==> config.mk <==
export PLATFORM = sky130hd
export DESIGN_NAME = simd_wb_latency_align
export DESIGN_NICKNAME = d
export VERILOG_FILES = /design/src/rtl/simd_wb_latency_align.sv
export SDC_FILE = /design/constraint.sdc
export NUM_CORES = 1
export LEC_CHECK = 0
export ABC_AREA = 1
export ABC_CLOCK_PERIOD_IN_PS = 9900
export BUFFER_PORTS_ARGS = -buffer_cell sky130_fd_sc_hd__buf_2
export CAP_MARGIN = 40
export CORE_ASPECT_RATIO = 2
export CORE_MARGIN = 5
export CORE_UTILIZATION = 55
export CTS_CLUSTER_SIZE = 10
export DETAILED_ROUTE_END_ITERATION = 12
export PLACE_DENSITY = 0.72
export SYNTH_ARGS = -nofsm -noshare
export SYNTH_HDL_FRONTEND = slang
export SYNTH_SLANG_ARGS = --single-unit
==> constraint.sdc <==
create_clock -name clk -period 9.9 [get_ports clk]
set_input_delay 1.98 -clock clk [delete_from_list [all_inputs] [get_ports clk]]
set_output_delay 1.98 -clock clk [all_outputs]
set_load 0.01 [all_outputs]
==> src/rtl/simd_wb_latency_align.sv <==
// ---------------------------------------------------------------------------
// simd_wb_latency_align
//
// Aligns SIMD write-back requests to a per-opcode latency. Each accepted
// request is dropped into a shift chain of slots at the position that makes
// it reach the output exactly L cycles later; L == 0 bypasses straight to the
// outputs in the same cycle. The latency comes from a small writable table
// indexed by the effective opcode, where the LOOP encoding {0x0,0xF} reuses
// the last non-LOOP instruction seen.
//
// Ports
//   clk, reset            clock, synchronous active-high reset
//   in_valid / in_ready   request handshake (accepted when both high)
//   opcode, fn            instruction of the offered request
//   buf_wr_req_in/addr_in write-back payload of the offered request
//   cfg_we/opcode/latency latency-table write port (idle-only)
//   opcode_out, fn_out    effective instruction after LOOP substitution
//   out_valid, buf_wr_req_out, buf_wr_addr_out   aligned write-back
//   busy                  any slot occupied
//   cfg_err               sticky: ignored or saturated table write
// ---------------------------------------------------------------------------
module simd_wb_latency_align #(
    parameter int OPCODE_BITS   = 4,
    parameter int FUNCTION_BITS = 4,
    parameter int REQ_BITS      = 6,
    parameter int ADDR_BITS     = 32,
    parameter int MAX_STAGES    = 16,
    parameter int LAT_BITS      = 5
) (
    input  logic                     clk,
    input  logic                     reset,
    input  logic                     in_valid,
    output logic                     in_ready,
    input  logic [OPCODE_BITS-1:0]   opcode,
    input  logic [FUNCTION_BITS-1:0] fn,
    input  logic [REQ_BITS-1:0]      buf_wr_req_in,
    input  logic [ADDR_BITS-1:0]     buf_wr_addr_in,
    input  logic                     cfg_we,
    input  logic [OPCODE_BITS-1:0]   cfg_opcode,
    input  logic [LAT_BITS-1:0]      cfg_latency,
    output logic [OPCODE_BITS-1:0]   opcode_out,
    output logic [FUNCTION_BITS-1:0] fn_out,
    output logic                     out_valid,
    output logic [REQ_BITS-1:0]      buf_wr_req_out,
    output logic [ADDR_BITS-1:0]     buf_wr_addr_out,
    output logic                     busy,
    output logic                     cfg_err
);

    localparam int TABLE_SIZE = 1 << OPCODE_BITS;
    localparam logic [OPCODE_BITS-1:0]   LOOP_OPCODE = '0;
    localparam logic [FUNCTION_BITS-1:0] LOOP_FN     = FUNCTION_BITS'(15);
    localparam logic [LAT_BITS-1:0]      MAX_LAT     = LAT_BITS'(MAX_STAGES);
    // Opcode 0x1 powers up at latency 8 (clamped if the chain is shorter).
    localparam logic [LAT_BITS-1:0]      OP1_RESET_LAT =
        (MAX_STAGES < 8) ? MAX_LAT : LAT_BITS'(8);

    // Last non-LOOP instruction seen with in_valid high.
    logic [OPCODE_BITS-1:0]   last_opcode;
    logic [FUNCTION_BITS-1:0] last_fn;

    logic [LAT_BITS-1:0] lat_table [TABLE_SIZE];
    logic                cfg_err_q;

    // Slot k reaches the output k-1 cycles from now; slot 1 is the output.
    logic [MAX_STAGES:1] s_valid;
    logic [REQ_BITS-1:0]  s_req  [1:MAX_STAGES];
    logic [ADDR_BITS-1:0] s_addr [1:MAX_STAGES];

    logic                     is_loop;
    logic [OPCODE_BITS-1:0]   eff_opcode;
    logic [FUNCTION_BITS-1:0] eff_fn;
    logic [LAT_BITS-1:0]      lat;
    logic                     target_taken;
    logic                     accept;
    logic                     bypass;

    // ---------------------------------------------------------------------
    // Effective instruction and its latency
    // ---------------------------------------------------------------------
    always_comb begin
        is_loop    = (opcode == LOOP_OPCODE) && (fn == LOOP_FN);
        eff_opcode = is_loop ? last_opcode : opcode;
        eff_fn     = is_loop ? last_fn     : fn;
        lat        = lat_table[eff_opcode];
    end

    // The slot a request of latency L lands in is S[L] after the shift, so it
    // collides with whatever currently sits in S[L+1]. For L == 0 the
    // collision is with the slot being emitted right now.
    always_comb begin
        // NOTE: default assigned first so every path drives the variable and
        // no latch is inferred.
        target_taken = 1'b0;
        if (lat == '0) begin
            target_taken = s_valid[1];
        end
        for (int k = 1; k < MAX_STAGES; k++) begin
            if (lat == LAT_BITS'(k)) begin
                target_taken = s_valid[k+1];
            end
        end
    end

    assign in_ready = !reset && !target_taken;
    assign accept   = in_valid && in_ready;
    assign bypass   = accept && (lat == '0);

    // ---------------------------------------------------------------------
    // Outputs
    // ---------------------------------------------------------------------
    always_comb begin
        out_valid       = 1'b0;
        buf_wr_req_out  = '0;
        buf_wr_addr_out = '0;
        if (bypass) begin
            out_valid       = 1'b1;
            buf_wr_req_out  = buf_wr_req_in;
            buf_wr_addr_out = buf_wr_addr_in;
        end else if (!reset && s_valid[1]) begin
            out_valid       = 1'b1;
            buf_wr_req_out  = s_req[1];
            buf_wr_addr_out = s_addr[1];
        end
    end

    assign opcode_out = reset ? '0 : eff_opcode;
    assign fn_out     = reset ? '0 : eff_fn;
    assign busy       = !reset && (|s_valid);
    assign cfg_err    = !reset && cfg_err_q;

    // ---------------------------------------------------------------------
    // Slot chain: valid bits
    // ---------------------------------------------------------------------
    always_ff @(posedge clk) begin
        if (reset) begin
            s_valid <= '0;
        end else begin
            // NOTE: non-blocking so every slot takes its neighbour's pre-edge
            // value; the later load below overrides the shift for slot L.
            for (int k = 1; k < MAX_STAGES; k++) begin
                s_valid[k] <= s_valid[k+1];
            end
            s_valid[MAX_STAGES] <= 1'b0;
            for (int k = 1; k <= MAX_STAGES; k++) begin
                if (accept && lat == LAT_BITS'(k)) begin
                    s_valid[k] <= 1'b1;
                end
            end
        end
    end

    // NOTE: payload is qualified by s_valid, so it carries no reset.
    always_ff @(posedge clk) begin
        for (int k = 1; k < MAX_STAGES; k++) begin
            s_req[k]  <= s_req[k+1];
            s_addr[k] <= s_addr[k+1];
        end
        for (int k = 1; k <= MAX_STAGES; k++) begin
            if (accept && lat == LAT_BITS'(k)) begin
                s_req[k]  <= buf_wr_req_in;
                s_addr[k] <= buf_wr_addr_in;
            end
        end
    end

    // ---------------------------------------------------------------------
    // LOOP history
    // ---------------------------------------------------------------------
    always_ff @(posedge clk) begin
        if (reset) begin
            last_opcode <= '0;
            last_fn     <= '0;
        end else if (in_valid && !is_loop) begin
            last_opcode <= opcode;
            last_fn     <= fn;
        end
    end

    // ---------------------------------------------------------------------
    // Latency table and config error
    // ---------------------------------------------------------------------
    // Writes are only safe while nothing is in flight or being offered, since
    // a changed latency could otherwise reorder or collide with live slots.
    always_ff @(posedge clk) begin
        if (reset) begin
            // NOTE: the table is reset because its entries have defined
            // power-up latencies that requests depend on immediately.
            for (int k = 0; k < TABLE_SIZE; k++) begin
                lat_table[k] <= (k == 1) ? OP1_RESET_LAT : '0;
            end
            cfg_err_q <= 1'b0;
        end else if (cfg_we) begin
            if (busy || in_valid) begin
                cfg_err_q <= 1'b1;
            end else if (cfg_latency > MAX_LAT) begin
                lat_table[cfg_opcode] <= MAX_LAT;
                cfg_err_q             <= 1'b1;
            end else begin
                lat_table[cfg_opcode] <= cfg_latency;
            end
        end
    end

endmodule

==> key figures <==
Layout
  – Area growth syn-to-layout: 9.41%
  – Final cell count without fillers: 3973
  – Fin area: 30400 sq um
  – Share of cells above drive strength 1: 8.88%
  – Fill cells: 4299
  – Nets: 3359

Global route
  – Largest net degree at the start of global routing: 260
  – Congestion Overflow GR: 0
  – Initial antenna violation count: 7
  – GRT Total Usage: 23.3%
  – Vias in the first global route: 22000
  – Global-route wire length before repair: 109000 um

Clock network
  – Deepest clock path buffer count: 3
  – Clock sink total: 713
  – Postcts setup bufs: 0
  – Root Driver: clkbuf_16
  – Clock transition at path regs: 0.06 ns
  – CTS tree: yes
  – CTS resizes: 0
  – H-tree level count: 3
  – Hold Buf Count CTS: 0
  – Clk Latency, worst-skew pair: 0.61 ns
  – CTS Buf Count: 81

STA
  – Hold Vio Cnt, Final: 0
  – RSZ-0062 raised after global routing: no
  – Final setup fails: 0
  – Final worst slack: 1.49 ns
  – Max frequency: 119 MHz
  – Worst-Margin Slew: 1.23 ns
  – Slew HR: 17.8%
  – Final Skew: 0.0233 ns
  – Final period utilization: 84.9%
  – Slew Limit Fails: 0
  – Final setup TNS: 0 ns
  – Min Tclk post-route: 8.41 ns

Critical path
  – FF-to-FF setup slack: 4.32 ns
  – Crit-path max FO: 41
  – R2R Path End: s_addr[0][306]$_DFF_P_
  – Critical setup path kind: in2out
  – Worst Path Required: 7.92 ns
  – Worst reg2reg path depth: 27
  – WP data arrival: 6.43 ns
  – Critical path launch point type: input port
  – Worst r2r src: last_opcode[0]$_SDFFE_PP0P_
  – Critical Path End Type: output pin

Die
  – Die Y: 328 um
  – CORE AREA: 50100 sq um
  – Full die area: 55500 sq um
  – # rows: 116
  – DIE WIDTH: 169 um
  – Starting Density: 55.6%
  – IO Count: 109

Placed design
  – Placer congestion estimate: 0.873
  – Placed cells: 3866
  – Place WS: 1.54 ns
  – Dpl cell area: 28200 sq um
  – Input/output buffers: 108
  – Detailed placement HPWL: 42800 um

Detailed routing
  – M1 WL: 25400 um
  – WL met2: 35200 um
  – Top sig layer: met5
  – Routed Antenna Nets: 0
  – DRC viols: 0
  – Drt first pass iters: 5
  – Vias per cell: 5.70
  – WL/cell: 16.5 um
  – Overall via count from detail_route: 22700
  – Met3 WL post-DR: 3280 um
  – Final WL: 65700 um
  – 1st-iter DRT viols: 1628

Min path
  – Hold depth: 2
  – Hold EP: s_addr[0][344]$_DFF_P_
  – Hold Crit Class: reg2reg
  – Hold Path Origin: s_addr[0][376]$_DFF_P_

Synth
  – Top-count cell post-synth: nand2_1
  – Post-synth top area cell: dfxtp_1
  – Synthesized netlist cell count: 3426
  – Async SR Flop Fraction: 0%
  – Library cells used by synthesis: 32
  – Post-synthesis sequential area ratio: 55.5%
  – Ys Warns: 0
  – Area share of the largest cell type after synthesis: 42.8%
  – Synthesized area: 27800 sq um
  – Ranking of synthesized cells by area: dfxtp_1, nand2_1, nand4_1
  – Synth Net Count: 3485
  – Mean Syn Cell Area: 8.12 sq um
  – Post-synthesis register bit count: 713
  – Ys flop type: dfxtp_1
  – Post-synth top cells: nand2_1, nand4_1, dfxtp_1, clkbuf_1, edfxtp_1
  – EDFF count, synth: 118

Power and ir drop
  – LEAKAGE: 14.2 nW
  – Final Total Pwr: 6.28 mW
  – PD cells: 206 nW/um^2
  – Max VDD drop: 0.152 mV

Outcome
  – Status: completed

Flow run
  – Max-cap viol count: 0
## metal layers
metal	track usage [%]	up-vias
met2	43.3	590
met3	3.78	133
met1	26.6	10700
met4	8.25	10
li1	-	11200
met5	0	-
## critical path: stages
cell and delay [ns]:
buf_2 0.12, inv_4 0.25, nand2_1 0.17, nor2_4 0.15, nand3_2 0.08, buf_4 0.25, nand2_4 0.37, inv_2 0.17
nand2_1 0.09, nand2_1 0.05, nand2_1 0.05, nand3_1 0.10, nand3_1 0.09, nand2_1 0.16, nand2_2 0.18, nor2_2 0.06
buf_4 0.27, a21oi_1 0.17, nand4_1 0.10, nand2_1 0.07, nand4_1 0.08, nand2_1 0.09, nand3_2 0.10, a21oi_4 0.35
buf_4 0.43, nand4_1 0.16, nand2_1 0.11, buf_2 0.13
## placed cells by master (no fill, tap or decap), types with 5 or more instances in the layout
cell type	count
nand2_1	1341
nand4_1	624
dfxtp_1	595
edfxtp_1	118
buf_2	107
nor2_1	101
nand3_1	90
clkbuf_16	85
inv_1	77
buf_4	39
a21oi_1	25
nand3b_1	19
nor2_2	19
clkbuf_1	16
inv_2	9
nor3_1	7
nand4_2	5
o21ai_0	5
buf_12	5
buf_16	5
## final cells by class
class	instances	area [sq um]	share of cell area (%)
Multi-Input combinational cell	2258	10500	34.4
Tap cell	649	812	2.67
Clock inverter	3	70.1	0.230
Clock buffer	102	2200	7.23
Timing Repair Buffer	159	1110	3.65
Inverter	87	329	1.08
Sequential cell	713	15500	50.8
Antenna cell	2	5.00	0.0164
## worst max-delay path by stage
stage | startpoint | cells past startpoint | end | slack (ns)
after floorplan | opcode[0] | 23 | s_addr[0][512]$_DFFE_PP_ | 2.53
after global placement | opcode[0] | 23 | buf_wr_addr_out[22] | 1.74
after detailed placement | opcode[0] | 28 | buf_wr_addr_out[22] | 1.54
after CTS | opcode[0] | 28 | buf_wr_addr_out[22] | 1.53
after global routing | opcode[0] | 28 | buf_wr_addr_out[27] | 1.05
final | opcode[0] | 28 | buf_wr_addr_out[22] | 1.49
## sequential cells by signal, summed over array words and instances, names as in the netlist
signal,flops
lat_table,80
s_addr,512
s_req,96
s_valid,16
last_opcode,4
last_fn,4
cfg_err_q,1
## cell families after synthesis
logic type	share of synthesized area (%)
AO/OA/AOI/OAI	0.890
buffers and inverters	7.02
flip-flops	55.5
AND/OR/NAND/NOR	36.6
## power by group
part	switching (mW)	total, mW	leakage (nW)	internal [mW]
combinational	0.345	0.475	6.96	0.129
clock	1.10	2.64	1.10	1.55
sequential	0.0451	3.17	6.18	3.12
total	1.49	6.28	14.2	4.80
## per-stage QoR
stage / util (%) / hold WS, ns
after floorplan: - / 0.404
after global placement: 55.9 / 0.405
after detailed placement: 56.3 / 0.409
after CTS: 60.8 / 0.412
after global routing: 60.8 / 0.431
final: 60.8 / 0.411
(Power assumes the default switching activity.)
